`src/rtl/sigmoid_seq_ctrl_pkg.sv`:
```
// rtl/sigmoid_seq_ctrl_pkg.sv - shared state encoding, 1.7.24 constants and width defaults
package sigmoid_seq_ctrl_pkg;

    localparam int SIG_DATA_W = 32;
    localparam int SIG_ADDR_W = 5;

    localparam int          FX_FRAC_W = 24;
    localparam logic [31:0] FX_ONE    = 32'h0100_0000;
    localparam logic [31:0] FX_HALF   = 32'h0080_0000;

    typedef enum logic [2:0] {
        ST_IDLE,
        ST_READ,
        ST_LOAD,
        ST_ISSUE,
        ST_WAIT,
        ST_WRITE,
        ST_DONE
    } ctrl_state_t;

endpackage

```
`src/rtl/sigmoid_ctrl_wdog.sv`:
```
// rtl/sigmoid_ctrl_wdog.sv - WAIT-cycle watchdog, built only with SIGMOID_CTRL_TIMEOUT_EN
`ifdef SIGMOID_CTRL_TIMEOUT_EN
module sigmoid_ctrl_wdog #(
    parameter int LIMIT = 16
) (
    input  logic clk,
    input  logic rst_n,
    input  logic clear,
    input  logic run,
    output logic expire
);

    localparam int CW = $clog2(LIMIT) + 1;

    logic [CW-1:0] cnt;

    // cnt holds the number of WAIT cycles already elapsed; expire flags the LIMIT-th one
    assign expire = run && (cnt == CW'(LIMIT - 1));

    always_ff @(posedge clk or negedge rst_n) begin
        if (!rst_n) begin
            cnt <= '0;
        end else if (clear) begin
            cnt <= '0;
        end else if (run && !expire) begin
            cnt <= cnt + CW'(1);
        end
    end

endmodule
`endif

```
`src/rtl/sigmoid_seq_ctrl.sv`:
```
// rtl/sigmoid_seq_ctrl.sv - streams a vector through the shared sigmoid unit; watchdog via SIGMOID_CTRL_TIMEOUT_EN
module sigmoid_seq_ctrl
    import sigmoid_seq_ctrl_pkg::*;
#(
    parameter int DATA_W      = SIG_DATA_W,
    parameter int ADDR_W      = SIG_ADDR_W,
    parameter int MAX_LEN     = 32,
    parameter int TIMEOUT_CYC = 16
) (
    input  logic              clk,
    input  logic              rst_n,
    input  logic              start,
    input  logic              abort,
    input  logic [ADDR_W:0]   vec_len,
    output logic              busy,
    output logic              done,
    output logic              rd_en,
    output logic [ADDR_W-1:0] rd_addr,
    input  logic [DATA_W-1:0] rd_data,
    output logic              act_en,
    output logic [DATA_W-1:0] act_data,
    output logic [ADDR_W-1:0] act_addr,
    input  logic [DATA_W-1:0] act_out_data,
    input  logic [ADDR_W-1:0] act_out_addr,
    input  logic              act_out_valid,
    output logic              wr_en,
    output logic [ADDR_W-1:0] wr_addr,
    output logic [DATA_W-1:0] wr_data,
    output logic              tag_err,
    output logic              timeout
);

    localparam logic [ADDR_W:0] LEN_MAX = (ADDR_W + 1)'(MAX_LEN);
    localparam logic [ADDR_W:0] IDX_ONE = (ADDR_W + 1)'(1);

    ctrl_state_t     state;
    logic [ADDR_W:0] idx;
    logic [ADDR_W:0] len_q;
    logic [ADDR_W:0] len_clamped;
    logic [ADDR_W:0] idx_next;
    logic            wd_expire;

    assign len_clamped = (vec_len > LEN_MAX) ? LEN_MAX : vec_len;
    assign idx_next    = idx + IDX_ONE;
    assign busy        = (state != ST_IDLE);

`ifdef SIGMOID_CTRL_TIMEOUT_EN
    sigmoid_ctrl_wdog #(
        .LIMIT (TIMEOUT_CYC)
    ) u_wdog (
        .clk    (clk),
        .rst_n  (rst_n),
        .clear  (state == ST_ISSUE),
        .run    (state == ST_WAIT),
        .expire (wd_expire)
    );
`else
    logic [31:0] unused_timeout_cfg;
    assign unused_timeout_cfg = TIMEOUT_CYC;
    assign wd_expire          = 1'b0;
`endif

    always_ff @(posedge clk or negedge rst_n) begin
        if (!rst_n) begin
            state    <= ST_IDLE;
            idx      <= '0;
            len_q    <= '0;
            done     <= 1'b0;
            rd_en    <= 1'b0;
            rd_addr  <= '0;
            act_en   <= 1'b0;
            act_data <= '0;
            act_addr <= '0;
            wr_en    <= 1'b0;
            wr_addr  <= '0;
            wr_data  <= '0;
            tag_err  <= 1'b0;
            timeout  <= 1'b0;
        end else begin
            // strobes are single-cycle pulses; dropping them here is also how abort kills a pending write
            done   <= 1'b0;
            rd_en  <= 1'b0;
            act_en <= 1'b0;
            wr_en  <= 1'b0;
            if (abort) begin
                state <= ST_IDLE;
            end else begin
                case (state)
                    ST_IDLE: begin
                        if (start) begin
                            if (len_clamped == '0) begin
                                done  <= 1'b1;
                                state <= ST_DONE;
                            end else begin
                                len_q   <= len_clamped;
                                idx     <= '0;
                                tag_err <= 1'b0;
                                timeout <= 1'b0;
                                rd_en   <= 1'b1;
                                rd_addr <= '0;
                                state   <= ST_READ;
                            end
                        end
                    end
                    ST_READ: begin
                        state <= ST_LOAD;
                    end
                    ST_LOAD: begin
                        // operand and tag stay put until the result returns; the unit samples the tag late
                        act_data <= rd_data;
                        act_addr <= idx[ADDR_W-1:0];
                        act_en   <= 1'b1;
                        state    <= ST_ISSUE;
                    end
                    ST_ISSUE: begin
                        state <= ST_WAIT;
                    end
                    ST_WAIT: begin
                        if (act_out_valid) begin
                            if (act_out_addr != idx[ADDR_W-1:0]) begin
                                tag_err <= 1'b1;
                            end
                            wr_en   <= 1'b1;
                            wr_addr <= idx[ADDR_W-1:0];
                            wr_data <= act_out_data;
                            state   <= ST_WRITE;
                        end else if (wd_expire) begin
                            timeout <= 1'b1;
                            done    <= 1'b1;
                            state   <= ST_DONE;
                        end
                    end
                    ST_WRITE: begin
                        if (idx == len_q - IDX_ONE) begin
                            done  <= 1'b1;
                            state <= ST_DONE;
                        end else begin
                            idx     <= idx_next;
                            rd_en   <= 1'b1;
                            rd_addr <= idx_next[ADDR_W-1:0];
                            state   <= ST_READ;
                        end
                    end
                    ST_DONE: begin
                        state <= ST_IDLE;
                    end
                    default: begin
                        state <= ST_IDLE;
                    end
                endcase
            end
        end
    end

endmodule

```
`config.mk`:
```
export PLATFORM = sky130hd
export DESIGN_NAME = sigmoid_seq_ctrl
export DESIGN_NICKNAME = d
export VERILOG_FILES = /design/src/rtl/sigmoid_seq_ctrl_pkg.sv /design/src/rtl/sigmoid_ctrl_wdog.sv /design/src/rtl/sigmoid_seq_ctrl.sv
export SDC_FILE = /design/constraint.sdc
export NUM_CORES = 1
export LEC_CHECK = 0
export ABC_AREA = 0
export BUFFER_PORTS_ARGS = -buffer_cell sky130_fd_sc_hd__buf_2
export CORE_ASPECT_RATIO = 1.5
export CORE_UTILIZATION = 36
export DETAILED_ROUTE_END_ITERATION = 10
export MAX_ROUTING_LAYER = met4
export PLACE_DENSITY = 0.65
export SLEW_MARGIN = 20
export SYNTH_ARGS = -nofsm -noshare
export SYNTH_HDL_FRONTEND = slang
export SYNTH_SLANG_ARGS = --single-unit
```
`constraint.sdc`:
```
create_clock -name clk -period 2.3 [get_ports clk]
set_clock_uncertainty 0.2 [all_clocks]
set_input_delay 0.115 -clock clk [delete_from_list [all_inputs] [get_ports clk]]
set_output_delay 0.115 -clock clk [all_outputs]
set_load 0.02 [all_outputs]
```
Yosys cells after proc, flatten, opt, wreduce, memory -nomap -nowiden
Cells that the tools add are included.
{ "word_totals": {"register_bits": 99, "output_inout_bits": 86, "wordCells": 78} }
{ "classes": {"n_addsub": 2, "order_cmp": 1, "eq_ne": 14, "mux": 35, "n_bitwise": 2, "n_reduce_logical": 11} }
{ "op_table": {"columns": ["op", "count"], "rows": [
  ["$mux 6", 4],
  ["$pmux 3 s6", 1],
  ["$mux 1", 17],
  ["$mux 3", 5],
  ["$mux 5", 3],
  ["$pmux 6 s2", 1],
  ["$ne 2x2->1 const B", 5],
  ["$pmux 5 s2", 1],
  ["$add 6x1->6 const B", 1],
  ["$eq 3x2->1 const B", 2],
  ["$eq 3x3->1 const B", 2],
  ["$eq 6x6->1", 1],
  ["$gt 6x6->1 const B", 1],
  ["$logic_not 6->1", 1],
  ["$ne 3x3->1 const B", 2],
  ["$pmux 1 s2", 3],
  ["$reduce_and 6->1", 1],
  ["$sub 6x1->6 const B", 1],
  ["$ne 5x5->1", 1],
  ["$reduce_and 5->1", 1],
  ["$reduce_and 2->1", 2],
  ["$reduce_and 4->1", 1],
  ["$reduce_bool 2->1", 2],
  ["$eq 3x1->1 const B", 1],
  ["4 further kinds", 5]
]} }

Depth between registers and ports, before layout
Gate-level depths: netlist of the first run.
{ "logic_depth": {"depth_word": 7, "mapped_depth": 8, "mapped_depth_nobuf": 7} }

Worst setup path before layout of the first run
No wires, ideal clock.
{ "synth_timing": {"path_type": "register -> register", "from": "register len_q[0]", "to": "register done", "setup_ps": 78, "t_arrival_ps": 2180, "path_slack_ps": -158, "path_stages_with_launch": 6, "n_path_buf": 0, "synth_period_minus_slack_ps": 2458, "cell_sequence": "dfrtp_1 -> or4_1 -> or3_1 -> a2111o_1 -> or3_1 -> a21boi_1"} }
{ "synth_between": {"elab_chain_len": 5} }
{ "synth_rtl": {"columns": ["item", "line_no", "text"], "rows": [
  ["start, declared", "sigmoid_seq_ctrl.sv:38", "logic [ADDR_W:0] len_q;"],
  ["start signal, assigned", "sigmoid_seq_ctrl.sv:95", "len_q <= len_clamped;"],
  ["$sub 6x1->6", "sigmoid_seq_ctrl.sv:134", "if (idx == len_q - IDX_ONE) begin"],
  ["$eq 6x6->1", "sigmoid_seq_ctrl.sv:134", null],
  ["$mux 1", "sigmoid_seq_ctrl.sv:134", null],
  ["$pmux 1 s2", "sigmoid_seq_ctrl.sv:88", "case (state)"],
  ["$mux 1", "sigmoid_seq_ctrl.sv:85", "if (abort) begin"],
  ["end signal, assigned", "sigmoid_seq_ctrl.sv:81", "done <= 1'b0;"],
  ["end signal, assigned", "sigmoid_seq_ctrl.sv:92", "done <= 1'b1;"],
  ["end signal, assigned", "sigmoid_seq_ctrl.sv:135", "done <= 1'b1;"],
  ["end, declared", "sigmoid_seq_ctrl.sv:16", "output logic done,"]
]} }
No other way between the ends.
A chain may end at the register's enable or synchronous reset.

Final worst setup path of the first run
{ "layout_timing": {"from": "register len_q[1]", "to": "register rd_addr[1]"} }
{ "layout_between": {"elab_chain_len": 4} }
{ "layout_rtl": {"columns": ["item", "line_no", "text"], "rows": [
  ["$sub 6x1->6", "sigmoid_seq_ctrl.sv:134", null],
  ["$eq 6x6->1", "sigmoid_seq_ctrl.sv:134", null],
  ["$ne 2x2->1 (no source line)", null, null],
  ["$reduce_and 5->1 (no source line)", null, null],
  ["end signal, assigned", "sigmoid_seq_ctrl.sv:140", "rd_addr <= idx_next[ADDR_W-1:0];"],
  ["end, declared", "sigmoid_seq_ctrl.sv:18", "output logic [ADDR_W-1:0] rd_addr,"]
]} }
No other way between the ends.

==> flow_summary.toml, run 1 <==
[synth]
synth_common_cells = "nand2_1, dfrtp_1, mux2_2, clkbuf_1, o21ai_0"
synth-seq-area-share_pct = 59.27
synth_top_cell_area_share_pct = 59.27
ys_ff_latch = 94
synth_compound_area_share_pct = 4.224
synth_simple_gate_area_share_pct = 16.14
synthMostInstantiatedCell = "nand2_1"
synth-adder-area-share_pct = 0.6305
synthFlopType = "dfrtp_1"
synthTopCellsByArea = "dfrtp_1, mux2_2, nand2_1"
netlist_area_sq_um = 3969
yosysTopAreaCell = "dfrtp_1"
synth_cell_types = 37
synth_cells = 362
synth_xor_area_share_pct = 2.427
synth.mux.area_fraction_pct = 13.71
synth_warnings = 0
async_reset_ff_share_pct = 100.0
synth_edf_count = 0
synth_nets = 444
synth_area_per_cell_sq_um = 10.96
synth_top_family_by_area = "simple AND/OR/NAND/NOR gates"

[worst_setup_path]
worstSetupPathType = "flop to flop"
required_ps = 2360
r2r-end = "rd_addr[1]"
reg2reg_from = "len_q[1]"
startpoint_type = "flop"
rrSetupSlack_ps = -180
crit_path_max_fanout = 8
cp-end-kind = "flop"
ff2ff_path_depth = 5
worstPathArrival_ps = 2550

[sta]
rsz0062_at_grt = "true"
hold-worst-slack_ps = 29.94
fin_ws_ps = -184.0
fmax_ghz = 0.4026
maxSlewViolCount = 0
hold_viol_final = 0
setup_viol = 11
layout_min_cycle_time_ps = 2484
setup_tns_ps = -1595
period_share_pct = 108.0

[place]
dp_cells = 661
post-dp-hpwl_um = 7128
io_buffers = 164
gp_congestion = 0.8175

[global_route]
grt_pass1_wl_um = 17080
grt_max_degree = 61
antenna_found_initial = 0
gr-usage-all-layers_pct = 20.27
grt_pass1_vias = 3664
grt_overflow_total = 0

[detailed_routing]
totalWireLength_um = 10830
wl_per_cell_um = 14.31
viasPerCell = 4.666
dr.pass1.iters = 4
first_iter_violations = 141
num_vias = 3532
drtAntennaViolNets = 0
remaining_drc_errors = 0

[floorplan]
io_pins = 166
design.die.area_sq_um = 11460
coreArea_sq_um = 10650
start_util_pct = 37.27
num_rows = 46
fp.dieW_um = 87.73
die_y_um = 130.6

[clock_network]
clk_pin_slew_ps = 60
cts_buffer_depth = 2
cts_num_sinks = 94
worstSkewPairLatency_ps = 330
cts-root-buf = "clkbuf_16"
cts_buffers = 9
htreeDepth = 3
tritoncts = "yes"

[finish]
fin_cells = 757
final_nets = 690
drive_gt1_share_pct = 40.13
regArea_sq_um = 2352
insertedDiodeCount = 0
area_growth_pct = 53.97
multi_input_area_sq_um = 1493
fillers = 892

[status]
violations = "setup timing"
outcome = "finished with violations"

[pwr]
p_leak_nw = 3.248
ir_drop_v = 0.0005389
power_density_nw_per_um2 = 908.8
report.power.total_mw = 5.554

[flow_run]
maxCapViolCount = 0

[worst_hold_path]
hold_path_end = "tag_err"
hold_depth = 4
worstHoldStart = "act_out_addr[3]"
hold_class = "input port to flop"
[worst max-delay path by stage]
stage,startpoint,end,cells after the start
3_5_place_dp,len_q[1],idx[5],5
2_1_floorplan,len_q[0],done,5
5_1_grt,len_q[1],state[1],5
3_3_place_gp,len_q[1],idx[5],5
6_report,len_q[1],rd_addr[1],5
4_1_cts,len_q[1],idx[5],5
[registers in the layout, indices dropped and copies added (netlist names)]
name	cells
act_addr	5
tag_err	1
act_en	1
idx	2
wr_data	32
done	1
wr_en	1
rd_en	1
state	3
act_data	32
len_q	6
wr_addr	5
rd_addr	4
[layout make-up]
type / instances / area share [%]
inverters: 6 / 0.3686
flip-flops and latches: 94 / 38.49
multi-input cells: 237 / 24.43
clock buffers: 11 / 4.136
repair buffers: 260 / 29.07
clock inverters: 5 / 0.5528
well taps: 144 / 2.948
[routing by layer]
metal | track usage, % | part of all wire, %
met1 | 20.68 | 37
met2 | 35.93 | 55
met3 | 3.643 | 3.9
met4 | 11.67 | 4.2
met5 | - | 0
[worst max-delay path, stage by stage, from the launching register on]
cell      delay, ps
dfrtp_1         380
or4_4           530
or3_1           310
a2111o_1        490
o211ai_2        280
mux2i_1         210
[cells by family after synthesis]
family / Yosys count
fa+ha+maj: 2
other cells: 1
compound gates: 25
simple gates: 149
flops: 94
buf+inv: 31
xor+xnor: 11
mux: 49
[per-stage QoR]
step                      utilization (%)  cell area [sq um]  setup slack [ps]
final                               57.39               6111            -184.0
after global routing                57.39               6111            -296.7
after CTS                           57.39               6111            -194.7
after detailed placement            47.19               5025            -195.7
after global placement              47.19               5025            -140.1
after floorplan                         -               3974            -67.08
[layout by cell type, fill, tap and decap left out, types with 4 or more instances in the layout]
master and n:
buf_2 163, dfrtp_1 94, nand2_1 114, xnor2_1 8, o21ai_0 12, mux2i_1 6
inv_1 6, buf_4 16, or3_1 4, nor2b_1 4, dlygate4sd3_1 78, mux2_2 43
nor2_1 7, clkbuf_16 9, nand2b_1 7
[power by group]
part / internal [mW] / switching, mW
clock: 0.790 / 0.622
combinational: 0.801 / 1.04
sequential: 2.08 / 0.219
[timing repair]
item,in CTS,in global routing
resized for setup,1,0
hold buffers,78,0
hold endpoints to repair,163,0
endpoints found under the setup margin,11,11
gates cloned,0,0
buffers inserted,2,0
pin swaps,2,0
No activity file was read; power rests on OpenSTA's default activity.
==> run 2, diff against run 1 <==
--- a/config.mk
+++ b/config.mk
@@ -6,12 +6,11 @@
 export NUM_CORES = 1
 export LEC_CHECK = 0
 export ABC_AREA = 0
-export BUFFER_PORTS_ARGS = -buffer_cell sky130_fd_sc_hd__buf_2
 export CORE_ASPECT_RATIO = 1.5
 export CORE_UTILIZATION = 36
 export DETAILED_ROUTE_END_ITERATION = 10
+export DONT_BUFFER_PORTS = 1
 export MAX_ROUTING_LAYER = met4
-export PLACE_DENSITY = 0.65
 export SLEW_MARGIN = 20
 export SYNTH_ARGS = -nofsm -noshare
 export SYNTH_HDL_FRONTEND = slang
==> run 2 against run 1 <==
The flow finishes with violations (hold timing, setup timing). First-iteration DRC count fell by 32%. Clock-buffer cell count did not move. Final cell count fell by 20%. Clock power fell by 4%. Highest routed layer unchanged.
==> flow_summary.toml, run 2 (synthesized netlist as in run 1, its figures left out) <==
[finish]
top_regs = "act_data: 32 flops, wr_data: 32 flops, len_q: 6 flops"
layout_commonest_cell = "nand2_1"
drive_gt1_share_pct = 18.95
insertedDiodeCount = 0
final_util_pct = 50.33
final_nets = 536
fin_cells = 603
fin_area_sq_um = 5359
area_growth_pct = 35.03
most-common-layout-cells = "nand2_1, dfrtp_1, dlygate4sd3_1, mux2_2, buf_4"

[detailed_routing]
num_vias = 2982
drtAntennaViolNets = 0
totalWireLength_um = 9800
viasPerCell = 4.945
wl_per_cell_um = 16.25
first_iter_violations = 96
remaining_drc_errors = 0
dr.pass1.iters = 5

[clock_network]
clk_pin_slew_ps = 60
tritoncts = "yes"
cts-root-buf = "clkbuf_16"
cts_num_sinks = 94
cts_buffers = 9
postCtsHoldBufs = 83
worstSkewPairLatency_ps = 330
cts_buffer_depth = 2
htreeDepth = 3

[worst_setup_path]
ff2ff_path_depth = 5
worstSetupPathType = "flop to flop"
cp-startpoint = "len_q[1]"
cp-end-kind = "flop"
worstPathArrival_ps = 2570
startpoint_type = "flop"
r2r-end = "done"
reg2reg_from = "len_q[1]"
required_ps = 2350
rrSetupSlack_ps = -210
crit_path_max_fanout = 8

[place]
gp_congestion = 0.8029
post-dp-hpwl_um = 6296
dpl_cell_area_sq_um = 4199
io_buffers = 0
dp_cells = 500
dp_slack_ps = -194.3

[pwr]
ir_drop_v = 0.0005498
power_density_nw_per_um2 = 951.0
p_leak_nw = 2.573

[sta]
setup_tns_ps = -1690
hold_viol_final = 94
maxSlewViolCount = 0
rsz0062_at_grt = "true"
fmax_ghz = 0.3976
period_share_pct = 109.3
setup_viol = 11
fin_ws_ps = -214.9
layout_min_cycle_time_ps = 2515
hold-worst-slack_ps = -720.7

[status]
violations = "hold timing, setup timing"
outcome = "finished with violations"

[global_route]
grt_max_degree = 95
antenna_found_initial = 0
gr-usage-all-layers_pct = 17.82
grt_pass1_vias = 3047
grt_overflow_total = 0
grt_pass1_wl_um = 14900

[floorplan]
fp.dieW_um = 87.73
io_pins = 166
num_rows = 46
design.die.area_sq_um = 11460
die_y_um = 130.6
coreArea_sq_um = 10650
start_util_pct = 37.27

[worst_hold_path]
hold_class = "input port to asynchronous set/reset pin"

[flow_run]
maxCapViolCount = 0
## run 2: critical path: stages (launching register included)
cell	delay [ps]
dfrtp_1	380
or4_4	540
or3_1	320
a2111o_1	500
or3_1	380
a21boi_1	120
## run 2: final cells by class
type | count | area [sq um]
multi-input cells | 237 | 1495
fillers | 917 | 5289
clock inverters | 5 | 35.03
inverters | 6 | 22.52
well taps | 144 | 180.2
flip-flops and latches | 94 | 2352
clock buffers | 11 | 242.7
repair buffers | 106 | 1031
## run 2: repair_timing
item	4_1_cts	5_1_grt
endpoints found under the setup margin	11	20
endpoints found under the hold margin	173	94
pin swaps	2	4
buffers inserted	0	4
resized for setup	1	5
## run 2: routing by layer
metal  track usage, %  vias to the layer above  routed length, um
li1                 -                     1369                  -
met3            3.518                       22                450
met1            18.58                     1474               3523
met4            8.872                        0                257
met2            31.60                      117               5568
met5                -                        -                  0
## run 2: where the power goes
group,internal [mW],leakage [nW],total [mW],switching (mW)
registers,2.08,1.23,2.90,0.823
clock network,0.760,0.124,1.35,0.593
logic,0.515,1.22,0.843,0.328
total,3.35,2.57,5.10,1.74
## run 2: how the worst max path moves through the flow
stage | to | slack [ps] | depth (start not counted)
finish | done | -210 | 5
global route | done | -270 | 5
CTS | idx[5] | -200 | 5
detailed placement | idx[5] | -190 | 5
global placement | done | -150 | 5
floorplan | done | -70 | 5
## run 2: stage by stage
stage | hold slack, ps | total power, mW
2_1_floorplan | -380.6 | 3.348
3_3_place_gp | -378.8 | 3.552
3_5_place_dp | -379.3 | 3.588
4_1_cts | -744.3 | 5.120
5_1_grt | -745.2 | 5.345
6_report | -720.7 | 5.096
==> run 3, diff against run 2 <==
--- a/config.mk
+++ b/config.mk
@@ -7,7 +7,7 @@
 export LEC_CHECK = 0
 export ABC_AREA = 0
 export CORE_ASPECT_RATIO = 1.5
-export CORE_UTILIZATION = 36
+export CORE_UTILIZATION = 40
 export DETAILED_ROUTE_END_ITERATION = 10
 export DONT_BUFFER_PORTS = 1
 export MAX_ROUTING_LAYER = met4
==> run 3 against run 2 <==
The run still ends with hold timing, setup timing left. Critical path depth is the same. Worst hold slack got worse by 8.2 ps. Final area decreased by 2.3%. Critical endpoint is now rd_addr[1]. Via count is 3.1% lower. Sequential power about the same. Clock power is 15% higher. Maximum frequency is 1.0% higher. Non-clock buffer count fell by 14. Wire length down 4.3%. Critical path type unchanged. Combinational power down 7.6%. Flip-flop and latch count did not move. Die area fell by 9.8%.
==> flow_summary.toml, run 3 (synthesized netlist as in run 1, its figures left out) <==
[floorplan]
start_util_pct = 41.19
die_y_um = 124.0
design.die.area_sq_um = 10330
coreArea_sq_um = 9634
io_pins = 166
num_rows = 44
fp.dieW_um = 83.33

[worst_hold_path]
hold_class = "input port to asynchronous set/reset pin"

[worst_setup_path]
cp-end-kind = "flop"
crit_path_max_fanout = 8
startpoint_type = "flop"
required_ps = 2360
reg2reg_from = "len_q[1]"
worstSetupPathType = "flop to flop"
worstPathArrival_ps = 2550
cp-startpoint = "len_q[1]"

[sta]
setup_viol = 11
hold-worst-slack_ps = -729.0
fin_ws_ps = -189.6
period_share_pct = 108.2
layout_min_cycle_time_ps = 2490
rsz0062_at_grt = "true"
maxSlewViolCount = 0
hold_viol_final = 94
fmax_ghz = 0.4017

[clock_network]
htreeDepth = 3
cts_num_sinks = 94
clk_pin_slew_ps = 70
cts_buffers = 9
worstSkewPairLatency_ps = 340
tritoncts = "yes"
cts_buffer_depth = 2
postCtsHoldBufs = 74
cts-root-buf = "clkbuf_16"

[finish]
final_nets = 522
most-common-layout-cells = "nand2_1, dfrtp_1, dlygate4sd3_1, mux2_2, buf_4"
top_regs = "act_data: 32 flops, wr_data: 32 flops, len_q: 6 flops"
layout_commonest_cell = "nand2_1"
drive_gt1_share_pct = 18.88
final_util_pct = 54.32
fin_area_sq_um = 5234
insertedDiodeCount = 0
area_growth_pct = 31.87

[place]
dp_slack_ps = -173.3
dpl_cell_area_sq_um = 4165
post-dp-hpwl_um = 6005
io_buffers = 0
gp_congestion = 0.8011

[global_route]
grt_max_degree = 95
grt_pass1_wl_um = 14590
antenna_found_initial = 0
grt_pass1_vias = 2969
grt_overflow_total = 0
gr-usage-all-layers_pct = 18.84

[detailed_routing]
drtAntennaViolNets = 0
dr.pass1.iters = 4
first_iter_violations = 167
remaining_drc_errors = 0
num_vias = 2890
wl_per_cell_um = 16.75
viasPerCell = 5.161
totalWireLength_um = 9382

[pwr]
ir_drop_v = 0.0008044
power_density_nw_per_um2 = 997.3
p_leak_nw = 2.517
report.power.total_mw = 5.220

[flow_run]
maxCapViolCount = 0

[status]
violations = "hold timing, setup timing"
outcome = "finished with violations"
[run 3: layout make-up]
class	count	area (sq um)
clock inverters	7	87.58
inverters	6	22.52
clock buffers	9	225.2
multi-input cells	237	1501
repair buffers	92	900.9
well taps	115	143.9
fillers	791	4400
flip-flops and latches	94	2352
[run 3: timing repair]
action / CTS / global route
setup buffers: 0 / 1
pin swaps: 1 / 3
endpoints found under the setup margin: 11 / 11
hold endpoints to repair: 178 / 94
gates resized for setup: 0 / 3
[run 3: worst paths after layout]
kind | slack, ps | endpoint | cells past startpoint
worst max-delay path | -190 | rd_addr[1] | 5
worst min-delay path | -730 | len_q[4] | 0
worst max register to register | -190 | rd_addr[1] | 5
worst min register to register | 340 | len_q[5] | 1
max in group asynchronous | 2510 | wr_data[6] | 0
min in group clk | 10 | tag_err | 3
[run 3: report_power, final]
part	switching [mW]	internal, mW
sequential	0.820	2.08
clock	0.676	0.870
combinational	0.308	0.471
[run 3: through the flow]
step / cells / TNS (ps) / hold slack (ps)
2_1_floorplan: 362 / -405.6 / -380.6
3_3_place_gp: 469 / -1177 / -378.9
3_5_place_dp: 469 / -1465 / -378.9
4_1_cts: 559 / -1529 / -743.4
5_1_grt: 560 / -2550 / -746.3
6_report: 560 / -1650 / -729.0
[run 3: per-layer routing]
| metal | wire (um) | track usage (%) |
|---|---|---|
| met1 | 3503 | 19.87 |
| met2 | 5185 | 34.17 |
| met3 | 425 | 3.711 |
| met4 | 267 | 8.621 |
| met5 | 0 | - |
[run 3: critical path, cell delays in order (launching register included)]
cell and delay, ps:
dfrtp_1 370, or4_4 530, or3_1 320, a2111o_1 500
o211ai_2 280, mux2i_1 220
